<file path="config.mk">
export PLATFORM = sky130hd
export DESIGN_NAME = burst_pulse_gen
export DESIGN_NICKNAME = d
export VERILOG_FILES = /design/src/rtl/burst_pulse_gen.sv
export SDC_FILE = /design/constraint.sdc
export NUM_CORES = 1
export LEC_CHECK = 0
export BUFFER_PORTS_ARGS = -buffer_cell sky130_fd_sc_hd__buf_2
export CAP_MARGIN = 20
export CORE_MARGIN = 2
export CORE_UTILIZATION = 25
export CTS_CLUSTER_SIZE = 12
export DETAILED_ROUTE_END_ITERATION = 16
export GPL_TIMING_DRIVEN = 1
export SLEW_MARGIN = 20
export SYNTH_ARGS = -nofsm -noshare
export SYNTH_HDL_FRONTEND = slang
export SYNTH_SLANG_ARGS = --single-unit
</file>
<file path="constraint.sdc">
create_clock -name clk -period 7.72 [get_ports clk]
set_clock_uncertainty 0.15 [all_clocks]
set_input_delay 1.158 -clock clk [delete_from_list [all_inputs] [get_ports clk]]
set_output_delay 1.158 -clock clk [all_outputs]
set_load 0.005 [all_outputs]
</file>
<file path="src/rtl/burst_pulse_gen.sv">
// Burst pulse generator: on a start request emits cfg_count pulses of cfg_width
// high cycles, each preceded by cfg_gap low cycles, with busy/done/aborted status.
module burst_pulse_gen #(
  parameter int unsigned CNT_W = 4,
  parameter int unsigned TIM_W = 8
) (
  input  logic             clk,
  input  logic             rst_n,
  input  logic             en,
  input  logic             abort,
  input  logic [CNT_W-1:0] cfg_count,
  input  logic [TIM_W-1:0] cfg_gap,
  input  logic [TIM_W-1:0] cfg_width,
  input  logic             cfg_repeat,
  output logic             busy,
  output logic             pulse,
  output logic [CNT_W-1:0] pulse_idx,
  output logic             done,
  output logic             aborted
);

  typedef enum logic [1:0] {IDLE, GAP, PULSE, WAIT_LOW} state_t;

  state_t           state_q, state_d;
  logic [TIM_W-1:0] timer_q, timer_d;
  logic [CNT_W-1:0] idx_d;
  logic [CNT_W-1:0] cnt_l;
  logic [TIM_W-1:0] gap_l, wid_l;
  logic             rep_l;
  logic             start, finish, cancel;
  logic             busy_d, pulse_d;

  // State, timer, latched config and registered outputs
  always_ff @(posedge clk or negedge rst_n) begin
    if (!rst_n) begin
      state_q   <= IDLE;
      timer_q   <= '0;
      pulse_idx <= '0;
      cnt_l     <= '0;
      gap_l     <= '0;
      wid_l     <= '0;
      rep_l     <= 1'b0;
      busy      <= 1'b0;
      pulse     <= 1'b0;
      done      <= 1'b0;
      aborted   <= 1'b0;
    end else begin
      state_q   <= state_d;
      timer_q   <= timer_d;
      pulse_idx <= idx_d;
      if (start) begin
        cnt_l <= cfg_count;
        gap_l <= cfg_gap;
        wid_l <= (cfg_width == '0) ? TIM_W'(1) : cfg_width;
        rep_l <= cfg_repeat;
      end
      busy    <= busy_d;
      pulse   <= pulse_d;
      done    <= finish;
      aborted <= cancel;
    end
  end

  always_comb begin
    state_d = state_q;
    timer_d = timer_q;
    idx_d   = pulse_idx;
    start   = 1'b0;
    finish  = 1'b0;
    cancel  = 1'b0;
    unique case (state_q)
      IDLE: begin
        if (en && (cfg_count != '0)) begin
          start   = 1'b1;
          idx_d   = '0;
          timer_d = '0;
          state_d = (cfg_gap != '0) ? GAP : PULSE;
        end
      end
      GAP: begin
        if (abort) begin
          cancel  = 1'b1;
          timer_d = '0;
          state_d = WAIT_LOW;
        end else if (timer_q == gap_l - TIM_W'(1)) begin
          timer_d = '0;
          state_d = PULSE;
        end else begin
          timer_d = timer_q + TIM_W'(1);
        end
      end
      PULSE: begin
        if (abort) begin
          cancel  = 1'b1;
          timer_d = '0;
          state_d = WAIT_LOW;
        end else if (timer_q == wid_l - TIM_W'(1)) begin
          timer_d = '0;
          if (pulse_idx == cnt_l - CNT_W'(1)) begin
            finish  = 1'b1;
            state_d = rep_l ? IDLE : WAIT_LOW;
          end else begin
            idx_d   = pulse_idx + CNT_W'(1);
            state_d = (gap_l != '0) ? GAP : PULSE;
          end
        end else begin
          timer_d = timer_q + TIM_W'(1);
        end
      end
      WAIT_LOW: begin
        if (!en) state_d = IDLE;
      end
      default: state_d = IDLE;
    endcase
  end

  // Outputs are registered from the next state so they align with it
  always_comb begin
    busy_d  = (state_d == GAP) || (state_d == PULSE);
    pulse_d = (state_d == PULSE);
  end

endmodule

</file>
## After elaboration in Yosys (flattened, before gate mapping)

Cells that the tools add are included.

- RAM bits: 0
- ROM bits: 0
- Latch bits: 0
- Memories: 0
- Register bits after elaboration: 39
- Word-level logic and storage cells: 71

- Multiply operators: 0
- Mux-type cells: 31
- Shifts and indexed selects: 0
- Div/mod/pow operators: 0
- Magnitude comparators: 0
- Equality and inequality tests: 12
- Bitwise logic cells: 0
- Add/sub/neg operators: 5
- Reductions and logical operators: 12

Operators with widths:

| kind | number |
|---|---|
| 8-bit 2-to-1 mux | 6 |
| 8-bit case mux with 3 select lines | 1 |
| 2-bit 2-to-1 mux | 10 |
| 8-bit equality test | 2 |
| 4-bit 2-to-1 mux | 4 |
| 8-bit nonzero test | 2 |
| 8-bit by 1-bit subtractor with 8-bit output (second input constant) | 2 |
| 8-bit by 1-bit adder with 8-bit output (second input constant) | 1 |
| 8-bit zero test | 1 |
| 1-bit 2-to-1 mux | 8 |
| 2-bit != test (second input constant) | 4 |
| 2-bit case mux with 4 select lines | 1 |
| 4-bit case mux with 2 select lines | 1 |
| 2-bit equality test (second input constant) | 3 |
| 5-bit AND reduction | 1 |
| 4-bit by 1-bit adder with 4-bit output (second input constant) | 1 |
| 2-bit by 1-bit equality test with 1-bit output (second input constant) | 2 |
| 4-bit equality test | 1 |
| 4-bit nonzero test | 1 |
| 4-bit by 1-bit subtractor with 4-bit output (second input constant) | 1 |
| 3-bit nonzero test | 1 |
| 2-bit zero test | 1 |
| 2-bit AND reduction | 1 |
| 2-bit nonzero test | 1 |
| 3 further kinds | 3 |

## Depth between registers and ports, before layout

Gate-level depths: netlist of the first run.

- Depth in word-level cells: 8
- Gate-level depth with buffers: 11
- Gate-level depth less buffers: 11

## Worst setup path before layout of the first run

No wires, ideal clock.

- Kind: in2reg
- Start: in cfg_count[1]
- End: reg timer_q[0]
- Cell stages on the path: 7
- Data arrival time: 2639 ps
- Path slack: 4807 ps
- Library setup time: 125 ps
- Buffers on the path: 0
- Cells stage by stage: o41ai_1 > and2_1 > or2_2 > or4_1 > a2bb2oi_1 > nor2_1 > mux2_2

- Cells in the longest elaborated chain, start to end: 4

Ends and longest elaborated chain:

| what | RTL line | source |
|---|---|---|
| from (decl) | 11 | `input logic [CNT_W-1:0] cfg_count,` |
| 4-bit nonzero test | 73 | `if (en && (cfg_count != '0)) begin` |
| 1-bit logical AND | 73 |  |
| 2-bit != test (no source line) | - |  |
| 2-bit AND reduction (no source line) | - |  |
| to (signal assigned) | 49 | `timer_q <= timer_d;` |
| to (decl) | 25 | `logic [TIM_W-1:0] timer_q, timer_d;` |

No other way between the ends.
A chain may end at the register's enable or synchronous reset.

## Worst setup path in the final report of the first run

Same ends and word-level chain as after synthesis.

==> results of run 1 <==
==> state kept, by name, indices dropped and copies added, names as in the netlist <==
name       cells
cnt_l          4
busy           1
timer_q        8
gap_l          8
done           1
wid_l          8
pulse_idx      4
rep_l          1
state_q        2
pulse          1
aborted        1
==> placed cells by master, fill, tap and decap left out, types with 2 or more instances in the layout <==
cell      count
dfrtp_1      39
buf_2        32
mux2_2       23
inv_1        16
xor2_1       15
xnor2_1      13
nand2_1      13
ha_1         12
nor2_1       11
o21ai_0      10
a21oi_1       8
nor3_1        6
nand4_1       6
o211ai_1      6
a22o_1        6
nor4_1        5
nor2b_1       5
clkbuf_8      5
or4_1         4
and3_1        4
nand3_1       3
and3b_1       2
and2_1        2
a31oi_1       2
nand3b_1      2
nand2b_1      2
o31ai_1       2
or2_2         2
a21o_1        2
==> per-layer routing <==
layer / GRT usage / share of wire / up-vias
met5: 0 / 0 / -
met4: 0.0309 / 0.014 / 0
met3: 0.0219 / 0.026 / 8
li1: - / - / 960
met1: 0.130 / 0.44 / 957
met2: 0.187 / 0.52 / 30
==> worst max-delay path, delay by kind of cell <==
| family | cells | cell delay [ns] |
|---|---|---|
| AO/OA/AOI/OAI | 2 | 0.78 |
| buffers and inverters | 1 | 0.11 |
| multiplexers | 1 | 0.30 |
| AND/OR/NAND/NOR | 4 | 0.96 |
==> stage by stage <==
| step | hold slack, ns | setup WS, ns | power [mW] | instances |
|---|---|---|---|---|
| after floorplan | 0.347 | 4.81 | 0.709 | 250 |
| after global placement | 0.383 | 4.23 | 0.804 | 406 |
| after detailed placement | 0.370 | 4.13 | 0.814 | 406 |
| after CTS | 0.398 | 4.45 | 0.996 | 414 |
| after global routing | 0.421 | 4.30 | 1.08 | 414 |
| final | 0.394 | 4.44 | 0.985 | 414 |
==> power breakdown <==
group          internal [mW]  total [mW]  switching, mW
sequential             0.277       0.367         0.0903
combinational          0.219       0.441          0.222
clock                 0.0964       0.177         0.0803
total                  0.593       0.985          0.393
==> cell families (layout without fill, tap and decap cells) <==
| logic type | Yosys count | in the layout | share of synthesized area |
|---|---|---|---|
| buffers and inverters | 26 | 57 | 0.0441 |
| muxes | 23 | 23 | 0.104 |
| AOI/OAI and AO/OA | 47 | 47 | 0.128 |
| adders and majority gates | 13 | 13 | 0.0642 |
| xor gates and xnor gates | 28 | 28 | 0.0982 |
| and+or+nand+nor | 74 | 74 | 0.171 |
| DFF | 39 | 39 | 0.391 |
==> layout make-up <==
cell class | instances | area (um2)
fill | 1053 | 6840
tap | 133 | 166
clock buffer | 5 | 68.8
multi-input combinational | 185 | 1410
timing repair buffer | 32 | 160
sequential | 39 | 976
inverter | 17 | 63.8
clock inverter | 3 | 43.8
==> path summary, 6_finish.rpt <==
| kind | from | endpoint | slack, ns | cells past startpoint |
|---|---|---|---|---|
| hold reg to reg | cnt_l[3]$_DFFE_PN0P_ | cnt_l[3]$_DFFE_PN0P_ | 0.39 | 1 |
| max in group asynchronous | rst_n | wid_l[7]$_DFFE_PN0P_ | 6.04 | 1 |
| setup / recovery | cfg_count[1] | timer_q[0]$_DFFE_PN0P_ | 4.44 | 8 |
| min in group asynchronous | rst_n | pulse_idx[2]$_DFFE_PN0P_ | 0.82 | 1 |
| setup reg to reg | gap_l[2]$_DFFE_PN0P_ | timer_q[0]$_DFFE_PN0P_ | 4.67 | 7 |
| hold / removal | cnt_l[3]$_DFFE_PN0P_ | cnt_l[3]$_DFFE_PN0P_ | 0.39 | 1 |
==> results.txt, run 1 <==
Initial antenna violation count -> 0
Sink Count -> 39
First-pass GRT wire length -> 9490 um
Ys Warns -> 0
WP data required -> 7.76 ns
Worst slew margin -> 0.418
Setup TNS -> 0 ns
Pin count of the biggest net entering global routing -> 40
Rows -> 36
Die X -> 104 um
VDD IR-drop max -> 0.000157 V
Main flop type after synthesis -> dfrtp_1
Via Count -> 1955
Top cells by area, synth -> dfrtp_1 (39%), mux2_2 (10%), ha_1 (6.0%)
Placed cell area -> 2780 um2
CTS Root Cell -> clkbuf_8
Final nets -> 317
Area leader, netlist -> dfrtp_1
Total track usage -> 0.106
IO buf count -> 32
Type of origin of the critical path -> input port
Final hold violation count -> 0
PD cells -> 341 nW/um2
HP Class -> register to register
RSZ-0062 raised after global routing -> false
Fmax -> 305 MHz
CTS Buf Count -> 5
Layout cells sized above 1 -> 0.242
Post-route cell area -> 2890 um2
Routability congestion estimate -> 0.838
Post-layout util -> 0.297
Initial core utilization -> 0.257
Syn Nets -> 287
Vias in the first global route -> 1955
Post-synth ARST share -> 1.00
Final Setup Violations -> 0
Most numerous cell in the Yosys netlist -> dfrtp_1
Post-CTS setup buffer count -> 0
Ports -> 33
Measured slew at the worst slew-check pin -> 0.872 ns
MaxCap Viol Count -> 0
CP cell instances -> buf_2, o41ai_1, and2_1, or2_2, or4_1, a2bb2oi_1, nor2_1, mux2_2
WL final -> 5460 um
CORE AREA -> 9730 um2
Post-synth top area share -> 0.391
DP HPWL -> 4080 um
Ant diodes -> 0
Die H -> 104 um
P&R area growth vs syn -> 15.7%
CP arrival -> 3.32 ns
Final worst path period need -> 3.28 ns
Post-synthesis sequential area ratio -> 0.391
Slowest cell delay on critical path -> 0.42 ns
Crit path kind -> input port to register
Clock-pin slew on the worst setup and hold paths -> 0.09 ns
Cts repair resizes -> 0
H-tree depth -> 2
Status -> completed
Vias/cell -> 4.72
Post-synth top cells -> dfrtp_1 (39), mux2_2 (23), inv_1 (16)
Mapped Area -> 2500 um2
Max clock buf depth -> 2
Drt first pass iters -> 4
Starting DRT DRC Count -> 133
Hold buffers post-CTS -> 0
GRT overflow -> 0
EDFF count, synth -> 0
Final critical-path share of the clock period -> 0.425
Avg Inst Size Synth -> 9.98 um2
Worst Path Max Fanout -> 12
Static Leak -> 1.30 nW
Clock latency on the worst-skew pair -> 0.30 ns
Die footprint -> 10800 um2
Synth Instances -> 250
Critical Path Slowest Stage Cell -> and2_1
Avg WL per Cell -> 13.2 um
Antenna Violating Nets Remaining -> 0
CTS tree -> yes
Crit end category -> register
DRC -> 0
Final slew viol count -> 0
Synth Register Bits -> 39
Unique masters post-synth -> 51
Power figures use the tool's default switching activity.
==> inputs of run 2 (changes only) <==
Settings changed: ABC_AREA set to 1.
Clock period 7.72 ns to 3.29 ns, I/O delays scaled along.
==> run 2 against run 1 <==
Effect of this change:
- cell count rose by 26%
- synthesized area rose by 2.5%
- global-route usage grew 1.0 points
- sequential share of layout area is 0.83 points lower
- flip-flop and latch count stayed put
- highest routed layer unchanged
- routed wire length grew 5.2%
- total power increased by 140%
- core utilization rose by 0.33 points
- synthesized cell count is 41% higher
- clock power is 87% higher
- worst setup slack lost 3.6 ns
==> results.txt, run 2 <==
EDFF count, synth -> 0 (unchanged)
Int Power -> 1.27 mW (+110%)
Via Count -> 2244 (+15%)
Clk pwr share -> 0.143 (-0.036)
Avg WL per Cell -> 11.0 um (-16%)
Die X -> 105 um (+1.2%)
Synth Instances -> 353 (+41%)
DP HPWL -> 4570 um (+12%)
GRT overflow -> 0 (unchanged)
Hold buffers post-CTS -> 0 (unchanged)
Top cells by area, synth -> dfrtp_1 (38%), nand2_1 (16%), inv_1 (7.6%)
Total power -> 2.32 mW (+140%)
Initial antenna violation count -> 0 (unchanged)
Post-route cell area -> 2960 um2 (+2.5%)
PD cells -> 783 nW/um2 (+130%)
Most numerous cell in the Yosys netlist -> nand2_1
Switching share of total power -> 0.453 (+0.0539)
Net Sw Power -> 1.05 mW (+170%)
First-pass GRT wire length -> 10400 um (+9.6%)
Static Leak -> 1.49 nW (+15%)
Antenna Violating Nets Remaining -> 0 (unchanged)
Initial core utilization -> 0.259 (+0.00283)
Placed cell area -> 2870 um2 (+3.5%)
Clock-pin slew on the worst setup and hold paths -> 0.08 ns (about the same)
Synth Register Bits -> 39 (unchanged)
Final slew viol count -> 0 (unchanged)
Cts repair resizes -> 0 (unchanged)
IO buf count -> 32 (unchanged)
CP arrival -> 2.49 ns (-0.83 ns)
Hold_ws -> 0.184 ns (-0.211 ns)
Total track usage -> 0.116 (+0.0100)
Final nets -> 425 (+34%)
Worst Slack Setup Final -> 0.843 ns (-3.60 ns)
Layout fillers -> 1084 (+2.9%)
Final critical-path share of the clock period -> 0.744
Vias/cell -> 4.31 (-8.8%)
Avg Inst Size Synth -> 7.25 um2 (-27%)
Ports -> 33 (unchanged)
Setup TNS -> 0 ns (unchanged)
Post-synth top area share -> 0.381 (-0.00956)
Main flop type after synthesis -> dfrtp_1
HP Class -> input port to async pin
Rows -> 36 (unchanged)
Die footprint -> 11100 um2 (+2.4%)
Vias in the first global route -> 2348 (+20%)
CORE AREA -> 9860 um2 (+1.4%)
CTS Root Cell -> clkbuf_8
Area leader, netlist -> dfrtp_1
Unique masters post-synth -> 30 (-41%)
R2R setup slack -> 0.84 ns (-3.83 ns)
Post-layout util -> 0.300 (+0.00329)
Die H -> 105 um (+1.2%)
Max clock buf depth -> 2 (unchanged)
Crit path kind -> register to register
VDD IR-drop max -> 0.000275 V (+75%)
DRC -> 0 (unchanged)
Layout Cells excl Fill -> 521 (+26%)
Worst slew margin -> 0.400 (-0.0184)
Fmax -> 409 MHz
CTS tree -> yes
Logic gate share of total power -> 0.520 (+0.072)
MaxCap Viol Count -> 0 (unchanged)
Post-place setup slack -> 0.863 ns (-3.27 ns)
Post-synthesis sequential area ratio -> 0.381 (-0.00956)
WP data required -> 3.33 ns (-4.43 ns)
Flop pwr share -> 0.337 (-0.036)
Crit end category -> register
Drt first pass iters -> 4 (unchanged)
WL final -> 5740 um (+5.2%)
P&R area growth vs syn -> 15.7% (about the same)
RSZ-0062 raised after global routing -> false
Dpl cells -> 514 (+27%)
Post-CTS setup buffer count -> 0 (unchanged)
Routability congestion estimate -> 0.846 (+0.92%)
Worst Path Max Fanout -> 6 (-6)
Seq. cell area -> 976 um2 (unchanged)
Post-synth ARST share -> 1.00 (unchanged)
Measured slew at the worst slew-check pin -> 0.900 ns (+0.0276 ns)
CTS Buf Count -> 5 (unchanged)
Type of origin of the critical path -> register
Commonest non-fill, non-tap cell in the layout -> nand2_1
Commonest non-fill, non-tap cells in the layout -> nand2_1 (107), inv_1 (52), dfrtp_1 (39)
Final worst path period need -> 2.45 ns
Post-synth top cells -> nand2_1 (107), inv_1 (52), dfrtp_1 (39)
Ys Warns -> 0 (unchanged)
Status -> completed
Pin count of the biggest net entering global routing -> 40 (unchanged)
Final Setup Violations -> 0 (unchanged)
Mapped Area -> 2560 um2 (+2.5%)
Syn Nets -> 390 (+36%)
H-tree depth -> 2 (unchanged)
Sink Count -> 39 (unchanged)
Ant diodes -> 0 (unchanged)
Final hold violation count -> 0 (unchanged)
Clock latency on the worst-skew pair -> 0.29 ns (about the same)
Area of the multi-input gates -> 1370 um2 (-3.2%)
Layout cells sized above 1 -> 0.137 (-0.105)
Starting DRT DRC Count -> 104 (-22%)
Largest regs -> gap_l: 8 flops, timer_q: 8 flops, wid_l: 8 flops
run 2: cell count changes after synthesis, moves of 14 or more:
cell,delta
mux2_2,-20
nand3_1,+20
inv_1,+36
o21ai_0,+14
nor2_1,+17
nand2_1,+94
run 2: final timing paths:
path                       cells after the start                   end            startpoint
max in group asynchronous                      1  wid_l[6]$_DFFE_PN0P_                 rst_n
hold reg to reg                                1  wid_l[7]$_DFFE_PN0P_  wid_l[7]$_DFFE_PN0P_
setup reg to reg                              18        busy$_DFF_PN0_  wid_l[0]$_DFFE_PN0P_
setup / recovery                              18        busy$_DFF_PN0_  wid_l[0]$_DFFE_PN0P_
hold / removal                                 1     aborted$_DFF_PN0_                 rst_n
min in group clk                               3     rep_l$_DFFE_PN0P_            cfg_repeat
run 2: critical path, stage by stage, from the launching register on:
cell     delay, ns
dfrtp_1       0.38
inv_1         0.15
ha_1          0.27
nand2_1       0.06
inv_1         0.04
nor2_1        0.08
nand2_1       0.05
nor2_1        0.10
nand3_1       0.08
nor2_2        0.16
nand2_2       0.10
nand2_4       0.09
nand2_1       0.06
nand2_1       0.05
nand3_1       0.08
nand2_1       0.06
nand2_1       0.06
ha_1          0.27
inv_1         0.03
run 2: power by group through the flow:
stage	Sequential (mW)	Clock, mW	Combinational [mW]
after global routing	0.810	0.368	1.44
after global placement	0.789	0	1.19
after detailed placement	0.795	0	1.21
final	0.782	0.331	1.21
after floorplan	0.761	0	0.962
after CTS	0.785	0.345	1.22
run 2: per-layer routing:
metal | part of all wire | vias to the layer above | wire length (um) | track usage
met1 | 0.48 | 1022 | 2750 | 0.143
met4 | 0.017 | 0 | 98 | 0.0419
li1 | - | 1178 | - | -
met2 | 0.46 | 34 | 2660 | 0.196
met5 | 0 | - | 0 | 0
met3 | 0.040 | 10 | 232 | 0.0274
run 2: area by class of cell:
class                           count  area share
Tap cell                          133      0.0562
Sequential cell                    39       0.330
Multi-Input combinational cell    256       0.461
Timing Repair Buffer               33      0.0566
Clock inverter                      1     0.00169
Inverter                           53      0.0672
Clock buffer                        6      0.0279
run 2: cells by family after synthesis:
logic type / after synthesis / share of synthesized area
AND/OR/NAND/NOR: 180 / 0.305
AO/OA/AOI/OAI: 40 / 0.0836
multiplexers: 3 / 0.0132
buffers and inverters: 58 / 0.0861
XOR/XNOR: 21 / 0.0719
flip-flops: 39 / 0.381
adder cells (fa/ha/maj): 12 / 0.0587
